<file path="src/rtl/traffic_phase_sequencer.sv">
// Traffic phase sequencer: green/yellow/all-red rotation over N_APPR approaches,
// with power-up lamp test, pedestrian walk service and flashing-yellow maintenance mode.
module traffic_phase_sequencer #(
    parameter int unsigned N_APPR      = 4,
    parameter int unsigned CNT_W       = 32,
    parameter int unsigned LAMP_CYC    = 2,
    parameter int unsigned STARTUP_CYC = 250000000,
    parameter int unsigned GREEN_CYC   = 500000000,
    parameter int unsigned YELLOW_CYC  = 200000000,
    parameter int unsigned ALLRED_CYC  = 100000000,
    parameter int unsigned FLASH_CYC   = 50000000,
    localparam int unsigned IDX_W      = (N_APPR > 2) ? $clog2(N_APPR) : 1
) (
    input  logic              clk,
    input  logic              reset,
    input  logic [N_APPR-1:0] ped_req,
    input  logic              flash_en,
    output logic [N_APPR-1:0] red,
    output logic [N_APPR-1:0] yellow,
    output logic [N_APPR-1:0] green,
    output logic [N_APPR-1:0] ped_walk,
    output logic              buzzer,
    output logic [IDX_W-1:0]  active_idx
);

    typedef enum logic [2:0] {
        S_LAMPTEST,
        S_STARTUP,
        S_GREEN,
        S_YELLOW,
        S_ALLRED,
        S_FLASH
    } state_t;

    state_t             state_q, state_d;
    logic [CNT_W-1:0]   timer_q, timer_d;
    logic [CNT_W-1:0]   dur_m1;
    logic               tdone;
    logic [IDX_W-1:0]   idx_d, idx_next;
    logic [N_APPR-1:0]  pending_q, pending_d;
    logic [N_APPR-1:0]  ign;
    logic [N_APPR-1:0]  sel;
    logic               phase_q, phase_d;
    logic [N_APPR-1:0]  red_d, yellow_d, green_d, walk_d;

    // Terminal count of the phase currently running
    always_comb begin
        dur_m1 = CNT_W'(LAMP_CYC - 1);
        case (state_q)
            S_LAMPTEST: dur_m1 = CNT_W'(LAMP_CYC - 1);
            S_STARTUP:  dur_m1 = CNT_W'(STARTUP_CYC - 1);
            S_GREEN:    dur_m1 = CNT_W'(GREEN_CYC - 1);
            S_YELLOW:   dur_m1 = CNT_W'(YELLOW_CYC - 1);
            S_ALLRED:   dur_m1 = CNT_W'(ALLRED_CYC - 1);
            S_FLASH:    dur_m1 = CNT_W'(FLASH_CYC - 1);
            default:    dur_m1 = CNT_W'(LAMP_CYC - 1);
        endcase
        tdone = (timer_q == dur_m1);
    end

    assign idx_next = (active_idx == IDX_W'(N_APPR - 1)) ? '0 : active_idx + IDX_W'(1);

    // Next state, timer, pending bookkeeping and output decode of the next state
    always_comb begin
        state_d  = state_q;
        timer_d  = timer_q + CNT_W'(1);
        idx_d    = active_idx;
        phase_d  = phase_q;
        walk_d   = ped_walk;
        ign      = (state_q == S_GREEN) ? ped_walk : '0;
        pending_d = pending_q | (ped_req & ~ign);
        red_d    = '0;
        yellow_d = '0;
        green_d  = '0;

        case (state_q)
            S_LAMPTEST: if (tdone) state_d = flash_en ? S_FLASH : S_STARTUP;
            S_STARTUP:  if (tdone) state_d = S_GREEN;
            S_GREEN:    if (tdone) state_d = S_YELLOW;
            S_YELLOW:   if (tdone) state_d = S_ALLRED;
            S_ALLRED:   if (tdone) state_d = S_GREEN;
            S_FLASH: begin
                if (!flash_en) begin
                    state_d = S_STARTUP;
                end else if (tdone) begin
                    timer_d = '0;
                    phase_d = ~phase_q;
                end
            end
            default:    state_d = S_LAMPTEST;
        endcase

        // Maintenance request aborts any running phase except the lamp test
        if (flash_en && (state_q inside {S_STARTUP, S_GREEN, S_YELLOW, S_ALLRED}))
            state_d = S_FLASH;

        if (state_d != state_q) begin
            timer_d = '0;
            if (state_d == S_FLASH)   phase_d = 1'b1;
            if (state_d == S_STARTUP) idx_d = '0;
            if (state_q == S_ALLRED && state_d == S_GREEN) idx_d = idx_next;
            if (state_q == S_STARTUP && state_d == S_GREEN) idx_d = '0;
        end

        sel = N_APPR'(1) << idx_d;

        // Walk is granted only on green entry and held for the whole green
        if (state_d == S_GREEN && state_q != S_GREEN) begin
            walk_d    = sel & (pending_q | ped_req);
            pending_d = pending_d & ~sel;
        end else if (state_d != S_GREEN) begin
            walk_d = '0;
        end

        case (state_d)
            S_LAMPTEST: begin
                red_d    = '1;
                yellow_d = '1;
                green_d  = '1;
            end
            S_STARTUP, S_ALLRED: red_d = '1;
            S_GREEN: begin
                green_d = sel;
                red_d   = ~sel;
            end
            S_YELLOW: begin
                yellow_d = sel;
                red_d    = ~sel;
            end
            S_FLASH:  yellow_d = {N_APPR{phase_d}};
            default:  red_d = '1;
        endcase
    end

    always_ff @(posedge clk or posedge reset) begin
        if (reset) begin
            state_q    <= S_LAMPTEST;
            timer_q    <= '0;
            active_idx <= '0;
            pending_q  <= '0;
            phase_q    <= 1'b1;
            red        <= '1;
            yellow     <= '1;
            green      <= '1;
            ped_walk   <= '0;
            buzzer     <= 1'b0;
        end else begin
            state_q    <= state_d;
            timer_q    <= timer_d;
            active_idx <= idx_d;
            pending_q  <= pending_d;
            phase_q    <= phase_d;
            red        <= red_d;
            yellow     <= yellow_d;
            green      <= green_d;
            ped_walk   <= walk_d;
            buzzer     <= |walk_d;
        end
    end

endmodule

</file>
<file path="config.mk">
export PLATFORM = sky130hd
export DESIGN_NAME = traffic_phase_sequencer
export DESIGN_NICKNAME = d
export VERILOG_FILES = /design/src/rtl/traffic_phase_sequencer.sv
export SDC_FILE = /design/constraint.sdc
export NUM_CORES = 1
export LEC_CHECK = 0
export CAP_MARGIN = 20
export CELL_PAD_IN_SITES_DETAIL_PLACEMENT = 0
export CELL_PAD_IN_SITES_GLOBAL_PLACEMENT = 2
export CORE_MARGIN = 3
export CORE_UTILIZATION = 37
export CTS_CLUSTER_DIAMETER = 40
export DETAILED_ROUTE_END_ITERATION = 12
export PLACE_DENSITY_LB_ADDON = 0.1
export REMOVE_ABC_BUFFERS = 1
export SETUP_SLACK_MARGIN = 0.1
export SLEW_MARGIN = 20
export SYNTH_ARGS = -nofsm -noshare
export SYNTH_HDL_FRONTEND = slang
export SYNTH_SLANG_ARGS = --single-unit
</file>
<file path="constraint.sdc">
create_clock -name clk -period 5.25 [get_ports clk]
set_input_delay 1.05 -clock clk [delete_from_list [all_inputs] [get_ports clk]]
set_output_delay 1.05 -clock clk [all_outputs]
set_load 0.01 [all_outputs]
</file>
==> results.md, run 1 <==
| Quantity | This run | Unit |
| --- | --- | --- |
| Placed cells | 616 | - |
| Global-route congestion overflow total | 0 | - |
| Routing usage on met2 | 34.3 | % |
| Clk sink count | 59 | - |
| CP Class | reg -> reg | - |
| Slowest-stage cell, CP | or4b_2 | - |
| Utilization after layout | 43.6 | % |
| Hold Vio Cnt, Final | 0 | - |
| Maximum buffer depth of the clock tree | 2 | - |
| Routed via count divided by cell count | 5.57 | - |
| Number of remaining DRC errors | 0 | - |
| GRT Max-Usage Layer | met2 | - |
| Width of the die | 110 | um |
| Cell count after synthesis | 470 | - |
| Max incr delay on CP | 0.67 | ns |
| Total negative setup slack | 0 | ns |
| Arr. time, crit path | 4.77 | ns |
| Setup slack of the most critical reg-to-reg path | 0.70 | ns |
| Final Max Slew Viols | 0 | - |
| Root buffer cell | clkbuf_8 | - |
| Number of resized instances in the post-cts repair step | 0 | - |
| Average wire length per cell after detail routing | 18.0 | um |
| Post-Layout Cell Count | 632 | - |
| Area Overhead vs Synth | 13.4 | % |
| First-pass GRT wire length | 18300 | um |
| DIE HEIGHT | 110 | um |
| Fraction of layout cells with a size suffix above 1 | 11.7 | % |
| Endpoints failing setup | 0 | - |
| Worst Tran Pin Value | 0.789 | ns |
| Number of nets at the end of the flow | 503 | - |
| Maxcap violations | 0 | - |
| Share of the yosys chip area belonging to registers | 37.1 | % |
| Last element of the critical path | buzzer | - |
| Worst-path cell chain | inv_1, ha_1, or4b_2, o211a_1, mux2i_1, or4_4, nand4bb_1, o21ai_1, nand4_2, a31oi_4, o31ai_4, nand4b_1, o21bai_1 | - |
| Count of nets left with antenna violations after detail routing | 0 | - |
| Count of H-tree levels built during CTS | 3 | - |
| Core Region | 10500 | um2 |
| Post-synthesis average cell area | 8.55 | um2 |
| Number of I/O port buffers | 25 | - |
| Area fraction of the dominant cell type after synthesis | 28.6 | % |
| Post-Syn Area | 4020 | um2 |
| Number of flops mapped to enable cells by yosys | 0 | - |
| Length of the first detailed-routing pass in iterations | 5 | - |
| Detailed Route Iter0 Violations | 245 | - |
| Post-synthesis register bit count | 59 | - |
| Maximum vdd drop | 0.201 | mV |
| Fin area | 4560 | um2 |
| Reg-to-Reg Start | state_q[1] | - |
| Via count of the first global-routing pass | 3377 | - |
| Clock transition at path regs | 0.07 | ns |
| Crit end category | flop | - |
| Clock network latency to the later pin of the worst-skew pair | 0.35 | ns |
| Maximum number of pins on one net before global-route repair | 60 | - |
| Worst reg-to-reg path cell count | 13 | - |
| RSZ-0062 raised after global routing | no | - |
| Library cell occupying the most area in the post-synthesis netlist | dfrtp_1 | - |
| Commonest cells in the synthesized netlist | 75 x nor2_1, 46 x dfrtp_1, 46 x nand2_1 | - |
| Die Outline Area | 12200 | um2 |
| Max frequency | 220 | MHz |
| Pleak | 1.78 | nW |
| Number of warning messages in the yosys log | 0 | - |
| Most repeated cell in the gate-level netlist after synthesis | nor2_1 | - |
| Setup crit start kind | flop | - |
| Clock Skew | 0.0144 | ns |
| CP Launch Point | state_q[1] | - |
| Half-perimeter wire length after detailed placement | 8180 | um |
| Number of CTS-inserted buffers | 9 | - |
| Post-DP Area | 4390 | um2 |
| Number of fill cells | 1100 | - |
| Global-route track usage on met1 | 25.7 | % |
| Fraction of registers with async set or reset after synthesis | 100 | % |
| Run status | complete, no violations | - |
| Worst-path fanout max | 14 | - |
| Number of antenna violations at the first check in global routing | 0 | - |
| Cell types with the largest area share after synthesis | dfrtp_1 29%, dfstp_2 8.5%, nor2_1 7.0%, nand2_1 4.3%, xnor2_1 3.9% | - |
| Data required time at the worst endpoint | 5.47 | ns |
| TritonCTS clock tree | yes | - |
| All-layer global routing usage | 19.8 | % |
| N_diodes | 0 | - |
| Top FF cell, synth | dfrtp_1 | - |
| Crit share post-route | 86.7 | % |
| Number of distinct standard cells referenced by the synthesized netlist | 80 | - |
| Slew HR | 47.4 | % |
| Min cycle time layout | 4.55 | ns |
| Kind of path behind the tightest hold check | reg -> reg | - |
| Total number of vias | 3518 | - |
| FP Rows | 37 | - |
| Crit Reg-Reg Endpoint | buzzer | - |
| Routability congestion estimate from global placement | 0.866 | - |
| GR Util met3 | 3.15 | % |
| Starting density of the core | 38.4 | % |
| Number of hold buffers added after CTS | 0 | - |
| Ports placed on the boundary | 26 | - |
| Overall routed net length | 11400 | um |
| Power density relative to cell area | 399 | nW/um2 |
| Post CTS Setup Buffer Count | 0 | - |
==> metal layers <==
metal | vias up | routed length, um
li1 | 1715 | -
met3 | 16 | 373
met2 | 82 | 5710
met1 | 1705 | 5100
met5 | - | 0
met4 | 0 | 210
==> state kept, by name, summed over array words and instances, names as in the netlist <==
register,count
buzzer,1
phase_q,1
green,4
ped_walk,4
red,4
active_idx,2
state_q,3
yellow,4
timer_q,32
pending_q,4
==> final cells by class <==
| type | instances | area, um2 | share of cell area [%] |
|---|---|---|---|
| inverters | 15 | 56.3 | 1.24 |
| clock buffers | 11 | 141 | 3.10 |
| repair buffers | 34 | 318 | 6.97 |
| clock inverters | 5 | 30.0 | 0.659 |
| multi-input cells | 372 | 2350 | 51.5 |
| well taps | 136 | 170 | 3.73 |
| flip-flops and latches | 59 | 1490 | 32.8 |
==> worst min-delay path by stage <==
stage                            start           end  slack (ns)  cells past startpoint
after floorplan             timer_q[0]    timer_q[0]        0.47                      1
after global placement    pending_q[3]  pending_q[3]        0.51                      2
after detailed placement   ped_walk[0]   ped_walk[0]        0.51                      2
after CTS                  ped_walk[0]   ped_walk[0]        0.53                      2
after global routing       ped_walk[0]   ped_walk[0]        0.56                      2
final                      ped_walk[0]   ped_walk[0]        0.52                      2
==> cells in the final DEF (no fill, tap or decap), types with 7 or more instances in the layout <==
cell type        count
a21o_1               7
a21oi_1             18
and3_1              12
buf_4                9
clkbuf_8            10
clkdlybuf4s50_1     25
dfrtp_1             46
dfstp_2             13
inv_1               14
nand2_1             46
nand2b_1            13
nand3_1             11
nor2_1              75
nor2b_1              7
nor3_1              11
o21ai_0             22
or3_1                7
xnor2_1             18
xor2_1              16
==> logic make-up after synthesis <==
group | synth area share (%)
buf+inv | 4.45
mux | 0.498
flops | 37.1
compound gates | 19.5
xor+xnor | 7.41
fa+ha+maj | 2.05
simple gates | 28.9
==> where the power goes <==
part / switching, mW / total, mW / internal (mW)
registers: 0.0518 / 0.583 / 0.531
clock network: 0.198 / 0.380 / 0.182
logic: 0.518 / 0.857 / 0.339
total: 0.768 / 1.82 / 1.05
==> metrics by stage <==
step	power, mW	setup WS, ns	hold slack [ns]
finish	1.82	0.701	0.519
global route	1.96	0.253	0.564
CTS	1.84	0.678	0.526
detailed placement	1.45	0.695	0.507
global placement	1.46	0.687	0.506
floorplan	1.15	0.355	0.468
==> worst max-delay path, delay by kind of cell, from the launching register on <==
family / cells / cell delay (ns)
flops: 1 / 0.35
mux: 1 / 0.15
buf+inv: 1 / 0.05
compound gates: 5 / 1.21
simple gates: 5 / 2.20
fa+ha+maj: 1 / 0.47
(Power assumes the default switching activity.)
==> run 2, diff against run 1 <==
--- a/config.mk
+++ b/config.mk
@@ -12,6 +12,7 @@
 export CORE_UTILIZATION = 37
 export CTS_CLUSTER_DIAMETER = 40
 export DETAILED_ROUTE_END_ITERATION = 12
+export GPL_TIMING_DRIVEN = 0
 export PLACE_DENSITY_LB_ADDON = 0.1
 export REMOVE_ABC_BUFFERS = 1
 export SETUP_SLACK_MARGIN = 0.1
==> run 2 against run 1 <==
Sequential cell count is the same. First-iteration DRC count shrank 2.0%. Non-clock buffer count decreased by 6. Hold slack better by 0.014 ns. Sequential share of layout area down 0.43 points. Global-route usage fell by 0.79 points. Combinational power down 6.9%. Critical path depth did not move. Worst setup slack lost 0.30 ns.
==> results.md, run 2 (same netlist as run 1, synthesis figures left out) <==
| Quantity | This run | Unit | Delta |
| --- | --- | --- | --- |
| Most frequent standard cell in the layout excluding fill and tap cells | nor2_1 | - |  |
| Half-perimeter wire length after detailed placement | 7800 | um | -4.6% |
| Root buffer cell | clkbuf_8 | - |  |
| Max frequency | 206 | MHz | -6.3% |
| Worst-path fanout max | 21 | - | +7 |
| Die Outline Area | 12200 | um2 | unchanged |
| Final Max Slew Viols | 0 | - | unchanged |
| Data required time at the worst endpoint | 5.50 | ns | +0.03 ns |
| Ports placed on the boundary | 26 | - | unchanged |
| Fraction of layout cells with a size suffix above 1 | 12.7 | % | +0.96 points |
| Starting density of the core | 38.4 | % | unchanged |
| Crit Reg-Reg Endpoint | pending_q[0] | - |  |
| Maximum buffer depth of the clock tree | 2 | - | unchanged |
| Number of nets at the end of the flow | 497 | - | -1.2% |
| Worst reg-to-reg path cell count | 13 | - | unchanged |
| Routability congestion estimate from global placement | 0.838 | - | -3.2% |
| Width of the die | 110 | um | unchanged |
| Routed via count divided by cell count | 5.54 | - | -0.42% |
| Number of flip-flops under the largest register name | 32 | - | unchanged |
| Clock network latency to the later pin of the worst-skew pair | 0.36 | ns | about the same |
| Length of the first detailed-routing pass in iterations | 5 | - | unchanged |
| Setup crit start kind | flop | - |  |
| Area Overhead vs Synth | 15.5 | % |  |
| Slew HR | 54.7 | % | +7.3 points |
| Length of routed met2 wiring | 5510 | um | -3.6% |
| Worst Tran Pin Value | 0.677 | ns | -0.113 ns |
| FP Rows | 37 | - | unchanged |
| Min cycle time layout | 4.85 | ns | +0.304 ns |
| Core Region | 10500 | um2 | unchanged |
| Overall routed net length | 11200 | um | -1.9% |
| Top reg by flops | timer_q | - |  |
| CP Launch Point | state_q[1] | - |  |
| Pleak | 1.81 | nW | +1.3% |
| Post-DP Area | 4340 | um2 | -1.0% |
| Last element of the critical path | pending_q[0] | - |  |
| Detailed Route Iter0 Violations | 240 | - | -2.0% |
| Count of H-tree levels built during CTS | 3 | - | unchanged |
| Total number of vias | 3470 | - | -1.4% |
| Number of antenna violations at the first check in global routing | 0 | - | unchanged |
| Maximum vdd drop | 0.181 | mV | -9.6% |
| Power density relative to cell area | 419 | nW/um2 | +5.0% |
| DIE HEIGHT | 110 | um | unchanged |
| Count of nets left with antenna violations after detail routing | 0 | - | unchanged |
| Number of CTS-inserted buffers | 9 | - | unchanged |
| RSZ-0062 raised after global routing | no | - |  |
| Clock transition at path regs | 0.09 | ns | +0.02 ns |
| Fin area | 4640 | um2 | +1.9% |
| Total power | 1.95 | mW | +7.0% |
| DR top layer | met4 | - |  |
| Number of I/O port buffers | 25 | - | unchanged |
| Hold Vio Cnt, Final | 0 | - | unchanged |
| Setup slack of the most critical reg-to-reg path | 0.40 | ns | -0.30 ns |
| All-layer global routing usage | 19.1 | % | -0.79 points |
| TritonCTS clock tree | yes | - |  |
| Global-route congestion overflow total | 0 | - | unchanged |
| Clk sink count | 59 | - | unchanged |
| First-pass GRT wire length | 17700 | um | -3.4% |
| Average wire length per cell after detail routing | 17.8 | um | -0.95% |
| Crit share post-route | 92.4 | % | +5.8 points |
| Via count of the first global-routing pass | 3286 | - | -2.7% |
| Arr. time, crit path | 5.10 | ns | +0.33 ns |
| Maximum number of pins on one net before global-route repair | 39 | - | -35% |
| Kind of path behind the tightest hold check | reg -> reg | - |  |
| Maxcap violations | 0 | - | unchanged |
| Number of remaining DRC errors | 0 | - | unchanged |
| Run status | complete, no violations | - |  |
| Crit end category | flop | - |  |
| Met3 WL | 434 | um | +16% |
| Reg-to-Reg Start | state_q[1] | - |  |
| Length of routed wiring on met1 | 5020 | um | -1.4% |
| Most frequent cells in the layout | 75 x nor2_1, 46 x nand2_1, 43 x dfrtp_1 | - |  |
| Endpoints failing setup | 0 | - | unchanged |
| CP Class | reg -> reg | - |  |
| N_diodes | 0 | - | unchanged |
| Clock Skew | 0.0218 | ns | +0.00737 ns |
## run 2: cell types whose count changed in the layout (fill, tap and decap cells not counted), moves of 2 or more
| cell | before | now |
|---|---|---|
| clkinv_4 | 0 | 2 |
| dfrtp_4 | 0 | 2 |
| clkinv_2 | 3 | 0 |
| bufinv_16 | 0 | 2 |
| nor3_1 | 11 | 9 |
| dfrtp_1 | 46 | 43 |
| buf_4 | 9 | 1 |
| nor3_2 | 0 | 2 |
## run 2: layer usage
| metal | up-vias | GRT usage (%) |
|---|---|---|
| li1 | 1702 | - |
| met1 | 1686 | 25.5 |
| met2 | 65 | 30.9 |
| met3 | 17 | 3.20 |
| met4 | 0 | 7.21 |
| met5 | - | 0 |
## run 2: how the worst min path moves through the flow
| stage | slack [ns] | endpoint | startpoint | cells past startpoint |
|---|---|---|---|---|
| after floorplan | 0.47 | timer_q[0] | timer_q[0] | 1 |
| after global placement | 0.51 | ped_walk[0] | ped_walk[0] | 2 |
| final | 0.53 | timer_q[0] | timer_q[0] | 1 |
| after global routing | 0.57 | timer_q[0] | timer_q[0] | 1 |
| after detailed placement | 0.52 | ped_walk[1] | ped_walk[1] | 2 |
| after CTS | 0.54 | timer_q[0] | timer_q[0] | 1 |
## run 2: power by group
group | total (mW) | internal, mW | switching, mW
clock | 0.516 | 0.299 | 0.216
sequential | 0.634 | 0.534 | 0.0999
combinational | 0.798 | 0.322 | 0.475
## run 2: area by class of cell
cell class / count / area, um2
inverter: 15 / 62.6
multi-input combinational: 372 / 2380
fill: 1076 / 5820
tap: 136 / 170
timing repair buffer: 28 / 289
sequential: 59 / 1500
clock inverter: 6 / 93.8
clock buffer: 10 / 149
## run 2: worst max-delay path, stage by stage, from the launching register on
cell and delay [ns]:
dfrtp_4 0.58, clkinvlp_4 0.14, ha_2 0.44, or4b_2 0.65, o211a_1 0.17, xnor2_1 0.14
nor3_2 0.44, nand4_1 0.27, nor3b_1 0.23, o21ai_2 0.49, and4_1 0.44, or2_1 0.16
a31oi_2 0.18, o41a_1 0.41
## run 2: stage by stage
stage / setup TNS, ns / utilization (%) / instances / hold slack [ns] / setup slack (ns)
after floorplan: 0 / - / 446 / 0.468 / 0.355
after global placement: -56.48 / 41.3 / 607 / 0.511 / -1.18
after detailed placement: -41.68 / 41.5 / 608 / 0.516 / -0.964
after CTS: 0 / 44.1 / 625 / 0.539 / 0.225
after global routing: 0 / 44.4 / 626 / 0.573 / 0.130
final: 0 / 44.4 / 626 / 0.532 / 0.397
## run 2: timing repair
item / 4_1_cts / 5_1_grt
gates resized for setup: 8 / 2
setup buffers: 1 / 1
endpoints found under the setup margin: 56 / 14
hold buffers: 0 / 0
